## config.mk

```make
export PLATFORM = sky130hd
export DESIGN_NAME = ssd_scan_driver_flat
export DESIGN_NICKNAME = d
export VERILOG_FILES = /design/src/rtl/ssd_scan_driver_if.sv /design/src/rtl/ssd_scan_driver.sv /design/src/flat_wrapper.sv
export SDC_FILE = /design/constraint.sdc
export NUM_CORES = 1
export LEC_CHECK = 0
export ABC_AREA = 1
export BUFFER_PORTS_ARGS = -buffer_cell sky130_fd_sc_hd__buf_2
export CORE_UTILIZATION = 35
export CTS_CLUSTER_DIAMETER = 30
export DETAILED_ROUTE_END_ITERATION = 8
export GPL_TIMING_DRIVEN = 1
export HOLD_SLACK_MARGIN = 0.12
export PLACE_DENSITY = 0.55
export SYNTH_ARGS = -nofsm -noshare
export SYNTH_HDL_FRONTEND = slang
export SYNTH_SLANG_ARGS = --single-unit
export TNS_END_PERCENT = 30
```

## constraint.sdc

```tcl
create_clock -name ClkPort -period 6 [get_ports ClkPort]
set_clock_uncertainty 0.2 [all_clocks]
set_input_delay 0.6 -clock ClkPort [delete_from_list [all_inputs] [get_ports ClkPort]]
set_output_delay 0.6 -clock ClkPort [all_outputs]
set_load 0.005 [all_outputs]
```

## src/rtl/ssd_scan_driver_if.sv

```systemverilog
// +----------------------------------------------------------------------------+
// | Module   : ssd_scan_driver_if                                              |
// | Brief    : Load-side bus between score logic and the seven-segment driver. |
// | Revision : 1.0                                                            |
// +----------------------------------------------------------------------------+
`default_nettype none

interface ssd_scan_driver_if #(
  parameter int NUM_DIGITS = 8
) ();
  logic [4*NUM_DIGITS-1:0] value;
  logic [NUM_DIGITS-1:0]   dp;
  logic [NUM_DIGITS-1:0]   digit_en;
  logic                    load;
  logic                    lz_blank;
  logic [3:0]              brightness;
  logic                    load_ack;

  modport master (
    output value, dp, digit_en, load, lz_blank, brightness,
    input  load_ack
  );

  modport slave (
    input  value, dp, digit_en, load, lz_blank, brightness,
    output load_ack
  );
endinterface

`default_nettype wire

```

## src/rtl/ssd_scan_driver.sv

```systemverilog
// +----------------------------------------------------------------------------+
// | Module   : ssd_scan_driver                                                 |
// | Brief    : Multiplexed 1-8 digit seven-segment driver with PWM brightness, |
// |            leading-zero blanking and a frame-synchronous double buffer.    |
// | Revision : 1.0                                                            |
// +----------------------------------------------------------------------------+
`default_nettype none

module ssd_scan_driver #(
  parameter int NUM_DIGITS    = 8,
  parameter int SCAN_DIV_LOG2 = 18
) (
  input  logic                  ClkPort,
  input  logic                  Reset,
  ssd_scan_driver_if.slave      bus,
  output logic [NUM_DIGITS-1:0] An,
  output logic [7:0]            Cath,
  output logic                  frame_start
);

  localparam int                 c_IDX_W    = (NUM_DIGITS > 1) ? $clog2(NUM_DIGITS) : 1;
  localparam logic [c_IDX_W-1:0] c_LAST_IDX = c_IDX_W'(NUM_DIGITS - 1);

  logic [SCAN_DIV_LOG2-1:0] r_presc;
  logic [c_IDX_W-1:0]       r_idx;
  logic [4*NUM_DIGITS-1:0]  r_act_value;
  logic [NUM_DIGITS-1:0]    r_act_dp;
  logic [NUM_DIGITS-1:0]    r_act_en;
  logic [4*NUM_DIGITS-1:0]  r_pend_value;
  logic [NUM_DIGITS-1:0]    r_pend_dp;
  logic [NUM_DIGITS-1:0]    r_pend_en;
  logic                     r_pend_flag;
  logic                     r_bnd_d;
  logic                     r_ack_d;
  logic                     r_load_ack;

  logic                     w_wrap;
  logic                     w_boundary;
  logic [3:0]               w_nib [NUM_DIGITS];
  logic [NUM_DIGITS-1:0]    w_zero;
  logic [NUM_DIGITS-1:0]    w_blank;
  logic [3:0]               w_cur_nib;
  logic [3:0]               w_phase;
  logic                     w_an_on;
  logic [NUM_DIGITS-1:0]    w_an_next;
  logic [6:0]               w_seg;

  function automatic logic [6:0] f_decode(input logic [3:0] nib);
    logic [6:0] seg;
    seg = 7'h7F;
    case (nib)
      4'h0: seg = 7'b0000001;
      4'h1: seg = 7'b1001111;
      4'h2: seg = 7'b0010010;
      4'h3: seg = 7'b0000110;
      4'h4: seg = 7'b1001100;
      4'h5: seg = 7'b0100100;
      4'h6: seg = 7'b0100000;
      4'h7: seg = 7'b0001111;
      4'h8: seg = 7'b0000000;
      4'h9: seg = 7'b0000100;
      4'hA: seg = 7'b0001000;
      4'hB: seg = 7'b1100000;
      4'hC: seg = 7'b0110001;
      4'hD: seg = 7'b1000010;
      4'hE: seg = 7'b0110000;
      4'hF: seg = 7'b0111000;
    endcase
    return seg;
  endfunction

  assign w_wrap     = &r_presc;
  assign w_boundary = w_wrap && (r_idx == c_LAST_IDX);

  // Scan position plus double buffer; a load in the boundary cycle stays pending.
  always_ff @(posedge ClkPort or posedge Reset) begin
    if (Reset) begin
      r_presc      <= '0;
      r_idx        <= '0;
      r_act_value  <= '0;
      r_act_dp     <= '0;
      r_act_en     <= '1;
      r_pend_value <= '0;
      r_pend_dp    <= '0;
      r_pend_en    <= '0;
      r_pend_flag  <= 1'b0;
      r_bnd_d      <= 1'b0;
      r_ack_d      <= 1'b0;
    end else begin
      r_presc <= r_presc + 1'b1;
      if (w_wrap) begin
        r_idx <= (r_idx == c_LAST_IDX) ? '0 : r_idx + 1'b1;
      end
      r_bnd_d <= w_boundary;
      r_ack_d <= w_boundary && r_pend_flag;
      if (w_boundary && r_pend_flag) begin
        r_act_value <= r_pend_value;
        r_act_dp    <= r_pend_dp;
        r_act_en    <= r_pend_en;
      end
      if (bus.load) begin
        r_pend_value <= bus.value;
        r_pend_dp    <= bus.dp;
        r_pend_en    <= bus.digit_en;
        r_pend_flag  <= 1'b1;
      end else if (w_boundary) begin
        r_pend_flag  <= 1'b0;
      end
    end
  end

  // A digit is blanked when it and every digit above it hold zero.
  for (genvar g = 0; g < NUM_DIGITS; g++) begin : g_digit
    assign w_nib[g]  = r_act_value[4*g +: 4];
    assign w_zero[g] = (w_nib[g] == 4'h0);
    if (g == 0) begin : g_units
      assign w_blank[g] = 1'b0;
    end else begin : g_upper
      assign w_blank[g] = bus.lz_blank && (&w_zero[NUM_DIGITS-1:g]);
    end
  end

  assign w_cur_nib = w_nib[r_idx];
  assign w_phase   = r_presc[SCAN_DIV_LOG2-1 -: 4];
  assign w_an_on   = r_act_en[r_idx] && (w_phase <= bus.brightness);
  assign w_seg     = w_blank[r_idx] ? 7'h7F : f_decode(w_cur_nib);

  always_comb begin
    w_an_next = '1;
    if (w_an_on) begin
      w_an_next[r_idx] = 1'b0;
    end
  end

  always_ff @(posedge ClkPort or posedge Reset) begin
    if (Reset) begin
      An          <= '1;
      Cath        <= 8'hFF;
      frame_start <= 1'b0;
      r_load_ack  <= 1'b0;
    end else begin
      An          <= w_an_next;
      Cath        <= {w_seg, ~r_act_dp[r_idx]};
      frame_start <= r_bnd_d;
      r_load_ack  <= r_ack_d;
    end
  end

  assign bus.load_ack = r_load_ack;

endmodule

`default_nettype wire

```

## src/flat_wrapper.sv

```systemverilog
// flat-port wrapper written by rule: the top's interface ports become plain ports
module ssd_scan_driver_flat 
#(
  parameter int NUM_DIGITS    = 8,
  parameter int SCAN_DIV_LOG2 = 18
)
  (ClkPort, Reset, An, Cath, frame_start, bus_value, bus_dp, bus_digit_en, bus_load, bus_lz_blank, bus_brightness, bus_load_ack);
  ssd_scan_driver_if #(.NUM_DIGITS(NUM_DIGITS)) bus_i ();
  input  logic ClkPort;
  input  logic Reset;
  output logic [NUM_DIGITS-1:0] An;
  output logic [7:0] Cath;
  output logic frame_start;
  input wire logic [$bits(bus_i.value)-1:0] bus_value;
  input wire logic [$bits(bus_i.dp)-1:0] bus_dp;
  input wire logic [$bits(bus_i.digit_en)-1:0] bus_digit_en;
  input wire logic [$bits(bus_i.load)-1:0] bus_load;
  input wire logic [$bits(bus_i.lz_blank)-1:0] bus_lz_blank;
  input wire logic [$bits(bus_i.brightness)-1:0] bus_brightness;
  output wire logic [$bits(bus_i.load_ack)-1:0] bus_load_ack;
  assign bus_i.value = bus_value;
  assign bus_i.dp = bus_dp;
  assign bus_i.digit_en = bus_digit_en;
  assign bus_i.load = bus_load;
  assign bus_i.lz_blank = bus_lz_blank;
  assign bus_i.brightness = bus_brightness;
  assign bus_load_ack = bus_i.load_ack;
  ssd_scan_driver #(.NUM_DIGITS(NUM_DIGITS), .SCAN_DIV_LOG2(SCAN_DIV_LOG2)) u_core (.ClkPort(ClkPort), .Reset(Reset), .bus(bus_i), .An(An), .Cath(Cath), .frame_start(frame_start));
endmodule
```

==> metrics.cfg <==
[run_status]
status=completed

[pwr]
p_switching_uw=476
pwr-share-seq_pct=45.9
clkPwrFrac_pct=50.5
p_leak_nw=4.00
p_per_area_nw_per_um2=284
switching_share_pct=22.3
power.internal_mw=1.65
peakVddDrop_mv=0.196
combPwrFrac_pct=3.6

[clocking]
path_clk_slew_ns=0.06
cts-hold-fix-buffers=0
cts.path.max_buffers=2
cts_resized=0
tritoncts=done
cts_sinks=138
cts_root_buffer=clkbuf_16
worstSkewPairLatency_ns=0.43
numCtsBuffers=17
cts_setup_buffers=0
cts_max_level=4

[grt]
grt_pass1_wl_um=25000
groute.usage.overall_pct=17.2
grt_start_max_net_pins=81
antenna_found_initial=0
grt_overflow=0
grt_pass1_vias=4983

[logic_synthesis]
synth_area_leaders=dfrtp_1 (45%), nand2_1 (20%), dfstp_2 (9.9%)
syn_area_um2=6370
yosysWarnings=0
synth_nets=850
synth_cells=781
synth_largest_area_cell=dfrtp_1
post_synth.cell_area_avg_um2=8.16
yosysUniqueCellTypes=30
yosysSeqAreaShare_pct=54.7
netlist.area_leader.share_pct=44.8
ys_ff_latch=138

[setup_path]
r2r_cells=14
crit_family=simple AND/OR/NAND/NOR gates
r2r_end=u_core.Cath[7]$_DFF_PP1_
arrival_ns=3.34
max_stage_delay_ns=0.93
rr_startpoint=u_core.r_idx[0]$_DFFE_PP0N_
cp_common_cell=nand2_1
worst_setup_path_end_kind=flop
rrSetupSlack_ns=2.80
worst_setup_path_start_kind=flop
path_buf_inv=4
cpMaxStageDelayCell=dfrtp_1
cp_cell_sequence=inv_1, nor2_1, nand2_1, nand2_1, nor2_1, nand2_1, inv_1, ha_1, inv_1, nor2_1, nand2_1, nand2_1, inv_1, nand2_1
crit_fanout=30
criticalPathCategory=flop to flop
critPathRequiredTime_ns=6.14
cp-startpoint=u_core.r_idx[0]$_DFFE_PP0N_

[floorplanning]
die_x_um=137
die_area_um2=18700
start_util_pct=36.3
core-area_um2=17500
rows=48
die_height_um=137
ios=74

[cells_and_area]
fin_nets=914
postLayoutCoreUtil_pct=42.7
final_cell_area_um2=7490
fillers=1844
n_antenna_cell=0
syn_to_final_growth_pct=17.6
final_cells=1083
drive_above_1_share_pct=17.1

[sta]
layout_worst_path_cycle_share_pct=53.3
tightest_slew_ns=1.08
min_period_ns=3.20
rsz0062_at_grt=false
hold_viol=0
setup_viol=0
slew_headroom_pct=27.6
fmax_mhz=313
setup-tns-final_ns=0
drv_slew=0

[routing]
ant_nets=0
wl_met2_um=6130
drt_first_iter_violations=252
num_vias=4962
wirelength_um=14300
wl_met3_um=454
drc=0
post_drt_wl_per_cell_um=13.2
vias_per_cell=4.58
top_layer=met4
firstDrtPassIters=4
m1WireLength_um=7490

[placed_design]
place_area_um2=6880
gp_congestion=0.854
dp.cells=1051
hpwlAfterDp_um=9770
port-buffer-count=73

[hold_path]
hold_class=input port to asynchronous set/reset pin

[flow_run]
maxCapViolCount=0

[cells by family after synthesis]
family,synth area share (%)
compound gates,2.24
xor+xnor,2.06
simple gates,33.0
buf+inv,5.52
fa+ha+maj,2.55
flops,54.7
[metal layers]
| metal | track usage [%] | vias to the layer above |
|---|---|---|
| met1 | 25.0 | 2285 |
| li1 | - | 2572 |
| met5 | 0 | - |
| met2 | 24.7 | 84 |
| met4 | 7.02 | 0 |
| met3 | 3.33 | 21 |
[cells in the mapped netlist, drive strengths merged]
cell type,instances
a21boi,1
a21oi,6
buf,17
nand3,88
or2,1
xor2,11
nand2,346
dfstp,24
nor2,63
inv,46
dfrtp,114
nand3b,2
o32ai,2
clkbuf,16
nand4,3
o21ai,14
o21a,1
o32a,1
ha,13
nor3,7
xnor2,4
and2,1
[sequential cells by signal, indices dropped and copies added, names as in the netlist]
signal / flops
u_core.r_act_value: 32
u_core.r_presc: 18
u_core.r_pend_value: 32
u_core.An: 8
u_core.r_bnd_d: 1
u_core.r_pend_dp: 8
u_core.Cath: 8
u_core.frame_start: 1
u_core.r_idx: 3
u_core.r_act_en: 8
u_core.bus.load_ack: 1
u_core.r_pend_en: 8
u_core.r_ack_d: 1
u_core.r_pend_flag: 1
u_core.r_act_dp: 8
[layout make-up]
class / instances / area (um^2) / area share [%]
Tap cell: 225 / 282 / 3.76
Timing Repair Buffer: 78 / 403 / 5.38
Inverter: 46 / 175 / 2.34
Multi-Input combinational cell: 564 / 2540 / 33.9
Sequential cell: 138 / 3480 / 46.5
Clock buffer: 18 / 439 / 5.86
Clock inverter: 14 / 171 / 2.29
[metrics by stage]
stage,worst slack (ns),hold slack [ns],power [mW]
6_report,2.80,0.105,2.13
5_1_grt,2.47,0.162,2.21
4_1_cts,2.85,0.126,2.16
3_5_place_dp,2.85,0.135,1.07
3_3_place_gp,2.94,0.134,1.07
2_1_floorplan,1.54,0.131,1.04
[power groups by stage]
stage,Combinational [mW],Clock (mW),Sequential (mW)
after global routing,0.0933,1.14,0.981
after CTS,0.0813,1.10,0.977
after global placement,0.0799,0,0.994
final,0.0774,1.08,0.977
after floorplan,0.0491,0,0.988
after detailed placement,0.0812,0,0.993
[cell usage in the layout, fill, tap and decap left out, types with 5 or more instances in the layout]
cell type / Yosys / layout
nand2_1: 343 / 343
dfrtp_1: 114 / 114
nand3_1: 88 / 88
buf_2: 8 / 73
nor2_1: 59 / 59
inv_1: 44 / 43
dfstp_2: 24 / 24
clkbuf_16: 0 / 17
o21ai_0: 14 / 14
ha_1: 13 / 13
xor2_1: 11 / 11
a21oi_1: 6 / 6
nor3_1: 5 / 5
buf_4: 4 / 5
[worst max-delay path by stage]
stage	endpoint	slack (ns)	depth (start not counted)
after floorplan	u_core.bus.load_ack$_DFF_PP0_	1.54	1
after global placement	u_core.Cath[7]$_DFF_PP1_	2.94	14
after detailed placement	u_core.Cath[7]$_DFF_PP1_	2.85	14
after CTS	u_core.Cath[6]$_DFF_PP1_	2.85	12
after global routing	u_core.Cath[2]$_DFF_PP1_	2.47	14
final	u_core.Cath[7]$_DFF_PP1_	2.80	14
(Power assumes the default switching activity.)
